File: config.mk
export PLATFORM = sky130hd
export DESIGN_NAME = lbdr_route_unit_flat
export DESIGN_NICKNAME = d
export VERILOG_FILES = /design/src/rtl/lbdr_route_unit_if.sv /design/src/rtl/lbdr_route_unit.sv /design/src/flat_wrapper.sv
export SDC_FILE = /design/constraint.sdc
export NUM_CORES = 1
export LEC_CHECK = 0
export BUFFER_PORTS_ARGS = -buffer_cell sky130_fd_sc_hd__buf_2
export CAP_MARGIN = 20
export CORE_ASPECT_RATIO = 1.2
export CORE_MARGIN = 2
export CORE_UTILIZATION = 50
export DETAILED_ROUTE_END_ITERATION = 6
export GPL_TIMING_DRIVEN = 0
export PLACE_DENSITY = 0.76
export SLEW_MARGIN = 15
export SYNTH_ARGS = -nofsm -noshare
export SYNTH_HDL_FRONTEND = slang
export SYNTH_SLANG_ARGS = --single-unit
File: constraint.sdc
create_clock -name clk -period 2.7 [get_ports clk]
set_input_delay 0.54 -clock clk [delete_from_list [all_inputs] [get_ports clk]]
set_output_delay 0.54 -clock clk [all_outputs]
set_load 0.005 [all_outputs]
File: src/rtl/lbdr_route_unit_if.sv
// Flit-side and allocator-side handshake bundle for the LBDR route unit.
// master drives flits and out_ready; slave is the route unit.
interface lbdr_route_unit_if #(
    parameter int unsigned ADDR_W = 4
);
    logic              in_valid;
    logic              in_ready;
    logic [2:0]        flit_id;
    logic [ADDR_W-1:0] dst_addr;
    logic [3:0]        cong;
    logic              out_valid;
    logic              out_ready;
    logic [4:0]        out_port;
    logic              route_err;

    modport master (
        output in_valid, flit_id, dst_addr, cong, out_ready,
        input  in_ready, out_valid, out_port, route_err
    );

    modport slave (
        input  in_valid, flit_id, dst_addr, cong, out_ready,
        output in_ready, out_valid, out_port, route_err
    );
endinterface

File: src/rtl/lbdr_route_unit.sv
// LBDR route computation for one router input port: per-packet route lock,
// runtime config, fixed-priority or congestion-aware candidate selection.
module lbdr_route_unit #(
    parameter int unsigned X_W      = 2,
    parameter int unsigned Y_W      = 2,
    parameter int unsigned ADAPTIVE = 0,
    parameter logic [7:0]  RXY_DEF  = 8'd60,
    parameter logic [3:0]  CX_DEF   = 4'd15,
    parameter int unsigned CUR_DEF  = 5,
    parameter logic [2:0]  HDR_ID   = 3'b001,
    parameter logic [2:0]  BODY_ID  = 3'b010,
    parameter logic [2:0]  TAIL_ID  = 3'b100
) (
    input  logic                 clk,
    input  logic                 rst,
    input  logic                 cfg_we,
    input  logic [7:0]           cfg_rxy,
    input  logic [3:0]           cfg_cx,
    input  logic [X_W+Y_W-1:0]   cfg_cur_addr,
    lbdr_route_unit_if.slave     bus
);
    localparam int unsigned ADDR_W = X_W + Y_W;

    typedef enum logic [1:0] {StIdle, StLock, StDrop} state_e;

    state_e            state_q, state_d;
    logic [7:0]        rxy_q;
    logic [3:0]        cx_q;
    logic [ADDR_W-1:0] cur_q;
    logic              rr_q, rr_d;
    logic [4:0]        lock_q, lock_d;
    logic              out_valid_q, out_valid_d;
    logic [4:0]        out_port_q, out_port_d;
    logic              err_q, err_d;

    logic [X_W-1:0] x_dst, x_cur;
    logic [Y_W-1:0] y_dst, y_cur;
    logic           n1, s1, e1, w1, is_local, multi, accept, emit;
    logic [3:0]     cand, free, sel;
    logic [4:0]     route_port, emit_port;

    assign x_dst = bus.dst_addr[X_W-1:0];
    assign y_dst = bus.dst_addr[ADDR_W-1:X_W];
    assign x_cur = cur_q[X_W-1:0];
    assign y_cur = cur_q[ADDR_W-1:X_W];

    assign n1 = y_dst < y_cur;
    assign s1 = y_dst > y_cur;
    assign e1 = x_dst > x_cur;
    assign w1 = x_dst < x_cur;
    assign is_local = ~n1 & ~s1 & ~e1 & ~w1;

    // Candidate bit order {S,W,E,N} matches both cong and the low bits of out_port.
    assign cand[0] = ((n1 & ~e1 & ~w1) | (n1 & e1 & rxy_q[0]) | (n1 & w1 & rxy_q[1])) & cx_q[0];
    assign cand[1] = ((e1 & ~n1 & ~s1) | (e1 & n1 & rxy_q[2]) | (e1 & s1 & rxy_q[3])) & cx_q[1];
    assign cand[2] = ((w1 & ~n1 & ~s1) | (w1 & n1 & rxy_q[4]) | (w1 & s1 & rxy_q[5])) & cx_q[2];
    assign cand[3] = ((s1 & ~e1 & ~w1) | (s1 & e1 & rxy_q[6]) | (s1 & w1 & rxy_q[7])) & cx_q[3];
    assign multi   = (cand & (cand - 4'd1)) != 4'd0;

    // At most one vertical and one horizontal candidate can exist at a time.
    always_comb begin
        sel  = 4'b0000;
        free = cand & ~bus.cong;
        if (free == 4'b0000) begin
            free = cand;
        end
        if (ADAPTIVE == 0) begin
            if (cand[0])      sel = 4'b0001;
            else if (cand[1]) sel = 4'b0010;
            else if (cand[2]) sel = 4'b0100;
            else if (cand[3]) sel = 4'b1000;
        end else if ((free & 4'b1001) != 4'b0000 && (free & 4'b0110) != 4'b0000) begin
            sel = rr_q ? (free & 4'b0110) : (free & 4'b1001);
        end else begin
            sel = free;
        end
    end

    assign route_port = is_local ? 5'b10000 : {1'b0, sel};
    assign bus.in_ready = ~out_valid_q | bus.out_ready;
    assign accept = bus.in_valid & bus.in_ready;

    always_comb begin
        state_d   = state_q;
        lock_d    = lock_q;
        rr_d      = rr_q;
        err_d     = 1'b0;
        emit      = 1'b0;
        emit_port = lock_q;
        if (accept) begin
            case (bus.flit_id)
                HDR_ID: begin
                    err_d = (state_q == StLock);
                    if (multi) rr_d = ~rr_q;
                    if (route_port != 5'b00000) begin
                        state_d   = StLock;
                        lock_d    = route_port;
                        emit      = 1'b1;
                        emit_port = route_port;
                    end else begin
                        err_d   = 1'b1;
                        state_d = StDrop;
                    end
                end
                BODY_ID: begin
                    if (state_q == StLock)      emit  = 1'b1;
                    else if (state_q == StIdle) err_d = 1'b1;
                end
                TAIL_ID: begin
                    if (state_q == StLock) emit = 1'b1;
                    if (state_q == StIdle) err_d   = 1'b1;
                    else                   state_d = StIdle;
                end
                default: err_d = 1'b1;
            endcase
        end
    end

    always_comb begin
        out_valid_d = out_valid_q;
        out_port_d  = out_port_q;
        if (emit) begin
            out_valid_d = 1'b1;
            out_port_d  = emit_port;
        end else if (bus.out_ready) begin
            out_valid_d = 1'b0;
            out_port_d  = 5'b00000;
        end
    end

    always_ff @(posedge clk or negedge rst) begin
        if (!rst) begin
            rxy_q       <= RXY_DEF;
            cx_q        <= CX_DEF;
            cur_q       <= ADDR_W'(CUR_DEF);
            state_q     <= StIdle;
            lock_q      <= 5'b00000;
            rr_q        <= 1'b0;
            out_valid_q <= 1'b0;
            out_port_q  <= 5'b00000;
            err_q       <= 1'b0;
        end else begin
            if (cfg_we) begin
                rxy_q <= cfg_rxy;
                cx_q  <= cfg_cx;
                cur_q <= cfg_cur_addr;
            end
            state_q     <= state_d;
            lock_q      <= lock_d;
            rr_q        <= rr_d;
            out_valid_q <= out_valid_d;
            out_port_q  <= out_port_d;
            err_q       <= err_d;
        end
    end

    assign bus.out_valid = out_valid_q;
    assign bus.out_port  = out_port_q;
    assign bus.route_err = err_q;
endmodule

File: src/flat_wrapper.sv
// flat-port wrapper written by rule: the top's interface ports become plain ports
module lbdr_route_unit_flat 
#(
    parameter int unsigned X_W      = 2,
    parameter int unsigned Y_W      = 2,
    parameter int unsigned ADAPTIVE = 0,
    parameter logic [7:0]  RXY_DEF  = 8'd60,
    parameter logic [3:0]  CX_DEF   = 4'd15,
    parameter int unsigned CUR_DEF  = 5,
    parameter logic [2:0]  HDR_ID   = 3'b001,
    parameter logic [2:0]  BODY_ID  = 3'b010,
    parameter logic [2:0]  TAIL_ID  = 3'b100
)
  (clk, rst, cfg_we, cfg_rxy, cfg_cx, cfg_cur_addr, bus_in_valid, bus_flit_id, bus_dst_addr, bus_cong, bus_out_ready, bus_in_ready, bus_out_valid, bus_out_port, bus_route_err);
  lbdr_route_unit_if #(.ADDR_W(4)) bus_i ();
  input  logic clk;
  input  logic rst;
  input  logic cfg_we;
  input  logic [7:0] cfg_rxy;
  input  logic [3:0] cfg_cx;
  input  logic [X_W+Y_W-1:0] cfg_cur_addr;
  input wire logic [$bits(bus_i.in_valid)-1:0] bus_in_valid;
  input wire logic [$bits(bus_i.flit_id)-1:0] bus_flit_id;
  input wire logic [$bits(bus_i.dst_addr)-1:0] bus_dst_addr;
  input wire logic [$bits(bus_i.cong)-1:0] bus_cong;
  input wire logic [$bits(bus_i.out_ready)-1:0] bus_out_ready;
  output wire logic [$bits(bus_i.in_ready)-1:0] bus_in_ready;
  output wire logic [$bits(bus_i.out_valid)-1:0] bus_out_valid;
  output wire logic [$bits(bus_i.out_port)-1:0] bus_out_port;
  output wire logic [$bits(bus_i.route_err)-1:0] bus_route_err;
  assign bus_i.in_valid = bus_in_valid;
  assign bus_i.flit_id = bus_flit_id;
  assign bus_i.dst_addr = bus_dst_addr;
  assign bus_i.cong = bus_cong;
  assign bus_i.out_ready = bus_out_ready;
  assign bus_in_ready = bus_i.in_ready;
  assign bus_out_valid = bus_i.out_valid;
  assign bus_out_port = bus_i.out_port;
  assign bus_route_err = bus_i.route_err;
  lbdr_route_unit #(.X_W(X_W), .Y_W(Y_W), .ADAPTIVE(ADAPTIVE), .RXY_DEF(RXY_DEF), .CX_DEF(CX_DEF), .CUR_DEF(CUR_DEF), .HDR_ID(HDR_ID), .BODY_ID(BODY_ID), .TAIL_ID(TAIL_ID)) u_core (.clk(clk), .rst(rst), .cfg_we(cfg_we), .cfg_rxy(cfg_rxy), .cfg_cx(cfg_cx), .cfg_cur_addr(cfg_cur_addr), .bus(bus_i));
endmodule
==> flow_summary.ini <==
[route]
drt_iter0_drc = 53
ant_nets = 0
finalWirelength_um = 3187
post_drt_wl_per_cell_um = 14.16
drtPass1Iterations = 4
drc_errors = 0
vias = 1254
vias_per_cell = 5.573

[floorplanning]
core_area_um2 = 3083
dieHeight_um = 66.19
pin_count = 40
dieArea_um2 = 3695
die_w_um = 55.83
start_util_pct = 52.27
rows = 22

[pwr]
pwr_density_cell_nw_per_um2 = 598.2
peakVddDrop_mv = 0.4498
power_w = 0.001141
p_leak_nw = 0.8635

[logic_synthesis]
yosysUniqueCellTypes = 42
synth_edf_count = 0
yosys-top-cells-area = dfrtp_1 (31%), dfstp_2 (16%), mux2_2 (9.8%)
yosys_warnings = 0
syn-cell-area_um2 = 1612
netlist_instances = 146
synth_seq_area_share_pct = 47.36
post-synth-top-area-cell = dfrtp_1
async_reset_ff_share_pct = 100.0
synth.avg_cell_area_um2 = 11.04
synth_top_area_share_pct = 31.06
yosys_most_used_dff = dfrtp_1
synth_nets = 182
synth-seq-cells = 30

[finish]
regArea_um2 = 763.2
nets = 224
multi_input_area_um2 = 820.8
mostFrequentLayoutCells = buf_2 (33), dfrtp_1 (20), mux2_2 (14)
final_common_cell = buf_2
syn_to_final_growth_pct = 18.32
antenna_cells = 0
layout-drive-gt1-share_pct = 40.21
nFillCells = 273

[cts]
cts.root.buffer_cell = clkbuf_4
cts_buffers = 5
cts_tree = yes
insertion_delay_ns = 0.33
cts_sinks = 30
cts_htree_levels = 2
clk_pin_slew_ns = 0.09
clk_path_buf_depth = 2

[grt]
antenna_found_initial = 0
grt_pass1_vias = 1238
overflow = 0
grt_usage_pct = 19.34
grt_max_degree = 31
grt_pass1_wl_um = 5451

[timing]
tns_ns = 0
timing.final.crit_share_pct = 93.60
setup_violations = 0
fmax_mhz = 395.7
fin_skew_ns = 0.005014
worstMarginPinSlew_ns = 0.6496
grt_setup_unrepaired = no
slew_headroom_pct = 56.69
hold_violations = 0
period_needed_ns = 2.527
slew_violations = 0
hold-worst-slack_ns = 0.2224
fin_ws_ns = 0.1727

[placement]
io_buffers = 33
pre_cts_ws_ns = -0.2833
place.gp.congestion = 0.8336
place.detailed.hpwl_um = 2419

[worst_setup_path]
reg2reg_to = u_core.bus.out_port[1]$_DFFE_PN0P_
end_kind = flip-flop
crit_path_max_fanout = 6
cpMaxStageDelayCell = or3b_4
path_cells = inv_1, ha_1, nor2b_4, or2_4, o2111ai_4, or3b_4, o21ai_4, nand2_4, mux2_4
critPathRequiredTime_ns = 2.92
rr_startpoint = u_core.cur_q[1]$_DFFE_PN0P_
critPathMaxStageDelay_ns = 0.46
cp_data_arrival_time_ns = 2.75
crit_type = reg -> reg
reg2reg_depth = 9
cp-start-kind = flip-flop
r2r_slack_ns = 0.17

[status]
outcome = finished, final reports clean

[run]
cap_viol_max_count = 0

[hold_path]
min_path_type = in -> async
-- worst max-delay path by stage --
| stage | startpoint | end |
|---|---|---|
| floorplan | bus_dst_addr[1] | u_core.bus.out_port[1]$_DFFE_PN0P_ |
| global placement | bus_dst_addr[3] | u_core.bus.out_port[1]$_DFFE_PN0P_ |
| detailed placement | bus_dst_addr[3] | u_core.bus.out_port[1]$_DFFE_PN0P_ |
| CTS | u_core.cur_q[1]$_DFFE_PN0P_ | u_core.bus.out_port[1]$_DFFE_PN0P_ |
| global route | u_core.cur_q[1]$_DFFE_PN0P_ | u_core.bus.out_port[4]$_DFFE_PN0P_ |
| finish | u_core.cur_q[1]$_DFFE_PN0P_ | u_core.bus.out_port[1]$_DFFE_PN0P_ |
-- cells by family after synthesis --
| family | Yosys count | synth area share (%) |
|---|---|---|
| simple gates | 46 | 16.38 |
| compound gates | 37 | 17.78 |
| flops | 30 | 47.36 |
| mux | 17 | 11.96 |
| buf+inv | 10 | 2.329 |
| fa+ha+maj | 4 | 3.106 |
| xor+xnor | 2 | 1.087 |
-- stage by stage --
step	cells	cell area [um2]	utilization, %
finish	225	1907	61.85
global route	225	1907	61.85
CTS	223	1887	61.20
detailed placement	215	1822	59.09
global placement	215	1822	59.09
floorplan	146	1612	-
-- critical path: cells and delay by family, from the launching register on --
| family | cells | cell delay (ns) |
|---|---|---|
| compound gates | 2 | 0.43 |
| buf+inv | 1 | 0.05 |
| mux | 1 | 0.31 |
| fa+ha+maj | 1 | 0.32 |
| simple gates | 4 | 0.97 |
| flops | 1 | 0.34 |
-- power by group --
group	switching (W)	total, W	leakage, nW	internal, W
Combinational	0.000145	0.000286	0.466	0.000141
Clock	0.000158	0.000284	0.0353	0.000126
Sequential	0.0000428	0.000571	0.362	0.000528
-- synthesized netlist by cell type, types with 2 or more instances --
| cell | count |
|---|---|
| nor2b_1 | 4 |
| inv_1 | 6 |
| dfrtp_1 | 20 |
| o21ai_0 | 9 |
| a22o_1 | 5 |
| a22oi_1 | 3 |
| nand2b_1 | 6 |
| nand2_1 | 10 |
| ha_1 | 4 |
| xnor2_1 | 2 |
| a21oi_1 | 6 |
| dfstp_2 | 10 |
| nor2_1 | 10 |
| clkbuf_1 | 3 |
| o2111ai_1 | 2 |
| nor3_1 | 2 |
| or2b_1 | 2 |
| mux2i_1 | 2 |
| mux2_2 | 14 |
| a211oi_1 | 4 |
-- repair_timing --
item,CTS,global route
setup endpoints to repair,1,1
gates resized for setup,1,1
buffers inserted,0,2
hold buffers,0,0
pin swaps,0,1
-- area by class of cell --
class                   instances  area share [%]
well taps                      36           2.362
clock inverters                 1          0.2625
clock buffers                   7           2.887
plain buffers                   4          0.7874
multi-input cells             106           43.04
inverters                       6           1.181
flip-flops and latches         30           40.03
repair buffers                 35           9.449
-- sequential cells by signal, indices dropped and copies added, names as in the netlist --
register / count
u_core.rxy_q: 8
u_core.lock_q: 5
u_core.cur_q: 4
u_core.state_q: 2
u_core.bus.out_valid: 1
u_core.bus.route_err: 1
u_core.cx_q: 4
u_core.bus.out_port: 5
-- metal layers --
metal | routed length, um | part of all wire [%] | track usage, %
met1 | 1301 | 41 | 22.12
met2 | 1642 | 52 | 34.23
met3 | 183 | 5.7 | 4.501
met4 | 60 | 1.9 | 9.226
met5 | 0 | 0 | 0
(Power assumes the default switching activity.)
